### config.mk
export PLATFORM = sky130hd
export DESIGN_NAME = phy_tx_lane_serializer_flat
export DESIGN_NICKNAME = d
export VERILOG_FILES = /design/src/rtl/phy_tx_lane_serializer_pkg.sv /design/src/rtl/phy_tx_lane_serializer_if.sv /design/src/rtl/phy_tx_lane_serializer_shifter.sv /design/src/rtl/phy_tx_lane_serializer.sv /design/src/flat_wrapper.sv
export SDC_FILE = /design/constraint.sdc
export NUM_CORES = 1
export LEC_CHECK = 0
export ABC_AREA = 1
export CAP_MARGIN = 20
export CORE_UTILIZATION = 43
export DETAILED_ROUTE_END_ITERATION = 6
export PLACE_DENSITY = 0.72
export SYNTH_ARGS = -nofsm -noshare
export SYNTH_HDL_FRONTEND = slang
export SYNTH_SLANG_ARGS = --single-unit
### constraint.sdc
create_clock -name clk_8f -period 1.3 [get_ports clk_8f]
set_input_delay 0.195 -clock clk_8f [delete_from_list [all_inputs] [get_ports clk_8f]]
set_output_delay 0.195 -clock clk_8f [all_outputs]
set_load 0.03 [all_outputs]
### src/rtl/phy_tx_lane_serializer_pkg.sv
// -----------------------------------------------------------------------------
// phy_tx_lane_serializer_pkg
//   Shared definitions for the per-lane transmit serializer. The PHY_RX comma
//   detector imports the same symbol values, so keep them here and not in the
//   serializer itself.
//   Contents:
//     WIDTH_DEF       default symbol width in bits
//     SYNC_COUNT_DEF  default number of commas sent before payload is allowed
//     COM_SYM         comma / lane-sync symbol
//     IDL_SYM         idle filler symbol
//     lane_state_e    lane FSM states (SYNC = 0, ACTIVE = 1)
// -----------------------------------------------------------------------------
package phy_tx_lane_serializer_pkg;

  localparam int WIDTH_DEF      = 8;
  localparam int SYNC_COUNT_DEF = 4;

  localparam logic [7:0] COM_SYM = 8'hBC;
  localparam logic [7:0] IDL_SYM = 8'h7C;

  typedef enum logic {
    SYNC   = 1'b0,
    ACTIVE = 1'b1
  } lane_state_e;

endpackage : phy_tx_lane_serializer_pkg

### src/rtl/phy_tx_lane_serializer_if.sv
// -----------------------------------------------------------------------------
// phy_tx_lane_serializer_if
//   Byte-lane handshake between one PHY_TX byte lane and its serializer.
//   Signals:
//     data_in    payload byte from the PHY_TX lane
//     valid_in   data_in holds a valid byte
//     active_in  upstream permits payload transmission
//     ready_out  symbol slot open this cycle; data_in is consumed at the next
//                rising edge when valid_in is also high
//   Modports:
//     master  upstream PHY_TX lane (drives data/valid/active, sees ready)
//     slave   serializer
// -----------------------------------------------------------------------------
interface phy_tx_lane_serializer_if #(
  parameter int WIDTH = 8
);

  logic [WIDTH-1:0] data_in;
  logic             valid_in;
  logic             active_in;
  logic             ready_out;

  modport master (
    output data_in,
    output valid_in,
    output active_in,
    input  ready_out
  );

  modport slave (
    input  data_in,
    input  valid_in,
    input  active_in,
    output ready_out
  );

endinterface : phy_tx_lane_serializer_if

### src/rtl/phy_tx_lane_serializer_shifter.sv
// -----------------------------------------------------------------------------
// phy_tx_lane_serializer_shifter
//   Symbol slot timer and MSB-first shift register. Every WIDTH cycles it
//   opens a load slot (bit_cnt == 0) and captures next_sym; in between it
//   shifts left by one. Symbols follow each other with no gap.
//   WIDTH must be at least 2.
//   Ports:
//     clk_8f      in   bit-rate clock
//     reset       in   asynchronous, active-high
//     next_sym    in   symbol captured at the next load edge
//     load        out  next rising edge is a load edge (bit_cnt == 0)
//     serial_out  out  shreg MSB, straight from the register
//     sym_start   out  serial_out is carrying the leading bit of a symbol
// -----------------------------------------------------------------------------
module phy_tx_lane_serializer_shifter #(
  parameter int WIDTH = 8
) (
  input  logic             clk_8f,
  input  logic             reset,
  input  logic [WIDTH-1:0] next_sym,
  output logic             load,
  output logic             serial_out,
  output logic             sym_start
);

  localparam int CNT_W = $clog2(WIDTH);

  logic [WIDTH-1:0] shreg;
  logic [CNT_W-1:0] bit_cnt;

  assign load       = (bit_cnt == '0);
  assign serial_out = shreg[WIDTH-1];
  // bit_cnt is already 1 while the leading bit of a freshly loaded symbol is
  // on the line, because the load edge itself advances the counter.
  assign sym_start  = (bit_cnt == CNT_W'(1));

  // NOTE: state updates use non-blocking assignments so every register in the
  // block sees the pre-edge value of every other register, whatever the
  // statement order.
  // NOTE: shreg is a datapath register but it is reset anyway: serial_out is
  // taken straight from its MSB and must read 0 the moment reset asserts.
  always_ff @(posedge clk_8f or posedge reset) begin
    if (reset) begin
      shreg   <= '0;
      bit_cnt <= '0;
    end else if (load) begin
      shreg   <= next_sym;
      bit_cnt <= CNT_W'(1);
    end else begin
      shreg   <= shreg << 1;
      bit_cnt <= (bit_cnt == CNT_W'(WIDTH - 1)) ? '0 : bit_cnt + CNT_W'(1);
    end
  end

endmodule : phy_tx_lane_serializer_shifter

### src/rtl/phy_tx_lane_serializer.sv
// -----------------------------------------------------------------------------
// phy_tx_lane_serializer
//   Per-lane parallel-to-serial stage behind one byte lane of PHY_TX.
//   After reset the lane sends SYNC_COUNT comma symbols; once those are out
//   and upstream raises active_in, payload slots open. Each open slot carries
//   the offered byte, or IDL when nothing is offered. Dropping active_in at a
//   slot sends the lane back to comma sync. Payload bytes equal to COM are sent
//   unchanged.
//   Ports:
//     clk_8f      in   bit-rate clock, one serial bit per cycle
//     reset       in   asynchronous, active-high; abandons any symbol in flight
//     lane        slave modport of phy_tx_lane_serializer_if
//                      (data_in, valid_in, active_in -> ready_out)
//     serial_out  out  serial bit stream, MSB first
//     sym_start   out  high while serial_out carries the symbol MSB
//     active_out  out  lane FSM is in ACTIVE
// -----------------------------------------------------------------------------
module phy_tx_lane_serializer
  import phy_tx_lane_serializer_pkg::*;
#(
  parameter int               WIDTH      = WIDTH_DEF,
  parameter logic [WIDTH-1:0] COM        = WIDTH'(COM_SYM),
  parameter logic [WIDTH-1:0] IDL        = WIDTH'(IDL_SYM),
  parameter int               SYNC_COUNT = SYNC_COUNT_DEF
) (
  input  logic                     clk_8f,
  input  logic                     reset,
  phy_tx_lane_serializer_if.slave  lane,
  output logic                     serial_out,
  output logic                     sym_start,
  output logic                     active_out
);

  localparam int CW = $clog2(SYNC_COUNT + 1);

  lane_state_e      state_q, state_d;
  logic [CW-1:0]    com_cnt_q, com_cnt_d;
  logic             load;
  logic [WIDTH-1:0] next_sym;

  function automatic logic [CW-1:0] sat_inc(input logic [CW-1:0] v);
    return (v == CW'(SYNC_COUNT)) ? v : v + CW'(1);
  endfunction

  // Slot timing and shifting.
  phy_tx_lane_serializer_shifter #(
    .WIDTH (WIDTH)
  ) u_shifter (
    .clk_8f     (clk_8f),
    .reset      (reset),
    .next_sym   (next_sym),
    .load       (load),
    .serial_out (serial_out),
    .sym_start  (sym_start)
  );

  // Both outputs come from registers only, so upstream sees a glitch-free
  // ready for the whole cycle before the load edge.
  assign lane.ready_out = (state_q == ACTIVE) && load;
  assign active_out     = (state_q == ACTIVE);

  always_ff @(posedge clk_8f or posedge reset) begin
    if (reset) begin
      state_q   <= SYNC;
      com_cnt_q <= '0;
    end else begin
      state_q   <= state_d;
      com_cnt_q <= com_cnt_d;
    end
  end

  // The FSM only moves at load edges; between them active_in is ignored.
  // The comma count includes the comma loaded at the current edge, so the
  // edge that loads the last of SYNC_COUNT commas is also the edge that may
  // enter ACTIVE, and the very next slot is already a payload slot.
  // NOTE: every always_comb output gets a default before any branch, so no
  // path can leave one unassigned and infer a latch.
  always_comb begin
    state_d   = state_q;
    com_cnt_d = com_cnt_q;
    next_sym  = COM;

    if (load) begin
      unique case (state_q)
        SYNC: begin
          next_sym  = COM;
          com_cnt_d = sat_inc(com_cnt_q);
          if ((com_cnt_d == CW'(SYNC_COUNT)) && lane.active_in) begin
            state_d = ACTIVE;
          end
        end

        ACTIVE: begin
          if (!lane.active_in) begin
            // Leaving ACTIVE restarts the sync sequence from zero; the comma
            // loaded here is the first of the new sequence.
            state_d   = SYNC;
            next_sym  = COM;
            com_cnt_d = sat_inc('0);
          end else begin
            next_sym = lane.valid_in ? lane.data_in : IDL;
          end
        end

        default: begin
          state_d   = SYNC;
          com_cnt_d = '0;
        end
      endcase
    end
  end

endmodule : phy_tx_lane_serializer

### src/flat_wrapper.sv
// flat-port wrapper written by rule: the top's interface ports become plain ports
module phy_tx_lane_serializer_flat import phy_tx_lane_serializer_pkg::*;
#(
  parameter int               WIDTH      = WIDTH_DEF,
  parameter logic [WIDTH-1:0] COM        = WIDTH'(COM_SYM),
  parameter logic [WIDTH-1:0] IDL        = WIDTH'(IDL_SYM),
  parameter int               SYNC_COUNT = SYNC_COUNT_DEF
)
  (clk_8f, reset, serial_out, sym_start, active_out, lane_data_in, lane_valid_in, lane_active_in, lane_ready_out);
  phy_tx_lane_serializer_if #(.WIDTH(WIDTH)) lane_i ();
  input  logic clk_8f;
  input  logic reset;
  output logic serial_out;
  output logic sym_start;
  output logic active_out;
  input wire logic [$bits(lane_i.data_in)-1:0] lane_data_in;
  input wire logic [$bits(lane_i.valid_in)-1:0] lane_valid_in;
  input wire logic [$bits(lane_i.active_in)-1:0] lane_active_in;
  output wire logic [$bits(lane_i.ready_out)-1:0] lane_ready_out;
  assign lane_i.data_in = lane_data_in;
  assign lane_i.valid_in = lane_valid_in;
  assign lane_i.active_in = lane_active_in;
  assign lane_ready_out = lane_i.ready_out;
  phy_tx_lane_serializer #(.WIDTH(WIDTH), .COM(COM), .IDL(IDL), .SYNC_COUNT(SYNC_COUNT)) u_core (.clk_8f(clk_8f), .reset(reset), .lane(lane_i), .serial_out(serial_out), .sym_start(sym_start), .active_out(active_out));
endmodule
==> out/summary.txt <==
Unrepaired setup endpoints after global routing: true
Highest clock rate: 0.667 GHz
Nets: 135
Std-Cell Rows: 14
Total global-route track usage: 0.199
Power, Total: 0.00121 W
Final Cell Area: 1090 µm²
Ratio of cells with drive above 1 in the final layout: 0.276
Synth-to-Final Area Change: 43.7%
Period utilisation layout: 1.15
Pwr/cell area: 1110 nW/µm²
Fin Clk Skew: 0.00555 ns
Startpoint types: flip-flop
I/O Buffers: 15
Congestion Overflow GR: 0
Sink Count: 15
Largest net degree at the start of global routing: 16
Multi-input gate area: 355 µm²
Final wirelength: 1550 µm
Leak: 0.548 nW
CP arrival: 1.30 ns
Asr flop ratio synth: 1.00
Vias: 664
Post-CTS Hold Fix Bufs: 0
Max_slew headroom: 0.790
Worst VDD drop: 816 µV
Post-DRT Antenna Nets: 0
Post-synth top area share: 0.493
Wire per inst: 11.7 µm
Post-route insts no fill: 132
Post-synthesis net count: 103
Max-slew violation count: 0
Register bit count reported by yosys: 15
Main synth FF type: dfrtp_1
Crit end category: output port
First-pass GRT wire length: 2770 µm
Final hold slack: 0.201 ns
Setup violations, final: 10
YS warnings: 0
EDFF count, synth: 0
Top cells by count, synth: 15 x dfrtp_1, 15 x inv_1, 15 x nand2_1
Failing checks: negative setup slack
Critical-path top delay cell: dfrtp_1
Initial Util: 0.483
Die Area: 1940 µm²
Synth unique cells: 14
Fin util: 0.694
Antenna violations before repair: 0
Core area: 1580 µm²
Avg Cell Area, Syn: 8.96 µm²
Io pins: 16
Pre-Repair DR Iteration Count: 6
Crit Path Max Fanout: 2
Final setup margin: -0.199 ns
Number of global-route vias before repair: 657
Skew-Pair Late Insertion Delay: 0.29 ns
Status: finished with violations
Antenna diodes: 0
Via-to-Cell Ratio: 5.03
CTS buffer count: 3
Mapped Cells: 85
Placed Instances: 124
Die Y-Extent: 44.1 µm
Max-cap violations: 0
Clock Tree Buf Depth: 2
Post-synthesis sequential area ratio: 0.493
Final hold vios: 0
DR iter-0 viols: 15
Clock root buffer: clkbuf_4
Crit. Startpoint: u_core.u_shifter.bit_cnt[1]$_DFF_PP0_
Synth top area cells: dfrtp_1 49%, ha_1 9.9%, inv_1 7.4%, nand2_1 7.4%, nand3_1 5.9%
Min cycle time layout: 1.50 ns
RR Startpoint: u_core.u_shifter.bit_cnt[1]$_DFF_PP0_
Clock transition at path regs: 0.09 ns
Netlist Area Pre-Place: 762 µm²
DP Area: 1000 µm²
Gpl congestion: 0.765
Worst-Margin Slew: 0.316 ns
Max H-tree Level: 1
Hpwl dp: 1150 µm
CP Cell Sequence: inv_2 -> ha_4 -> inv_2 -> nor2_4 -> inv_6 -> nor2_4 -> buf_6
CP max stage delay: 0.40 ns
CTS tree: done
Data required, critical path: 1.11 ns
Crit Path Category: reg2out
Cell accounting for the most synthesized area: dfrtp_1
Register area: 375 µm²
Fillers: 133
Die span in x: 44.1 µm
Hold Path Class: in2async
# DRC: 0
-- kinds of logic after synthesis --
kind of cell / Yosys count / synth area share
buf+inv: 17 / 0.0903
flops: 15 / 0.493
simple gates: 35 / 0.228
compound gates: 12 / 0.0903
fa+ha+maj: 6 / 0.0985
-- final timing paths --
kind / to / slack [ns] / depth (start not counted)
min: u_core.com_cnt_q[1]$_DFFE_PP0P_ / 0.20 / 3
max reg2reg: u_core.com_cnt_q[2]$_DFFE_PP0P_ / -0.07 / 10
min in group clk_8f: u_core.u_shifter.shreg[0]$_DFF_PP0_ / 0.41 / 3
max: lane_ready_out / -0.20 / 7
min reg2reg: u_core.u_shifter.shreg[6]$_DFF_PP0_ / 0.47 / 2
max in group asynchronous: u_core.u_shifter.bit_cnt[1]$_DFF_PP0_ / 0.92 / 3
-- registers in the layout (all words and copies together) (netlist names) --
name,flops
u_core.com_cnt_q,3
u_core.active_out,1
u_core.u_shifter.shreg,8
u_core.u_shifter.bit_cnt,3
-- per-layer routing --
metal  up-vias  GRT usage  share of wire
met5         -          0              0
met3         5     0.0367          0.032
met2        16      0.335           0.50
met4         0     0.0909          0.026
li1        325          -              -
met1       318      0.247           0.44
-- report_power, final --
group	switching [W]	leakage [nW]	internal, W
Clock	0.000152	0.0150	0.000119
Combinational	0.000212	0.358	0.000159
Sequential	0.0000449	0.175	0.000528
-- repair_timing --
item | 4_1_cts | 5_1_grt
gates resized for setup | 12 | 6
gates cloned | 0 | 0
setup endpoints to repair | 6 | 15
pin swaps | 1 | 1
buffers inserted | 3 | 1
-- per-stage QoR --
step                setup TNS [ns]  worst slack (ns)
finish                      -0.625            -0.199
global route                 -1.36            -0.254
CTS                         -0.804            -0.226
detailed placement         -0.0300           -0.0162
global placement                 0            0.0132
floorplan                  -0.0642           -0.0642
-- placed cells by master, fill, tap and decap left out --
master	count
inv_2	4
nand2_1	15
clkbuf_4	3
dlygate4sd2_1	2
nor2_8	1
nand3_1	8
o21ai_2	2
inv_1	12
ha_4	2
buf_12	1
buf_4	12
clkbuf_1	1
buf_6	1
clkdlybuf4s50_1	11
nand3_2	1
a21oi_2	1
dfrtp_1	15
o21ai_1	4
o21ai_0	4
nor2_4	2
ha_1	4
inv_6	1
nor2_1	8
o22a_2	1
-- final cells by class --
class / instances / share of cell area
Tap cell: 16 / 0.0183
Inverter: 17 / 0.0629
Clock buffer: 4 / 0.0240
Sequential cell: 15 / 0.343
Multi-Input combinational cell: 53 / 0.325
Timing Repair Buffer: 27 / 0.227
-- critical path, delay by kind of cell (launching register included) --
kind	cells	cell delay (ns)
simple gates	2	0.21
flops	1	0.40
buf+inv	4	0.28
fa+ha+maj	1	0.12
Note: power is estimated with default switching activity, not from simulation.
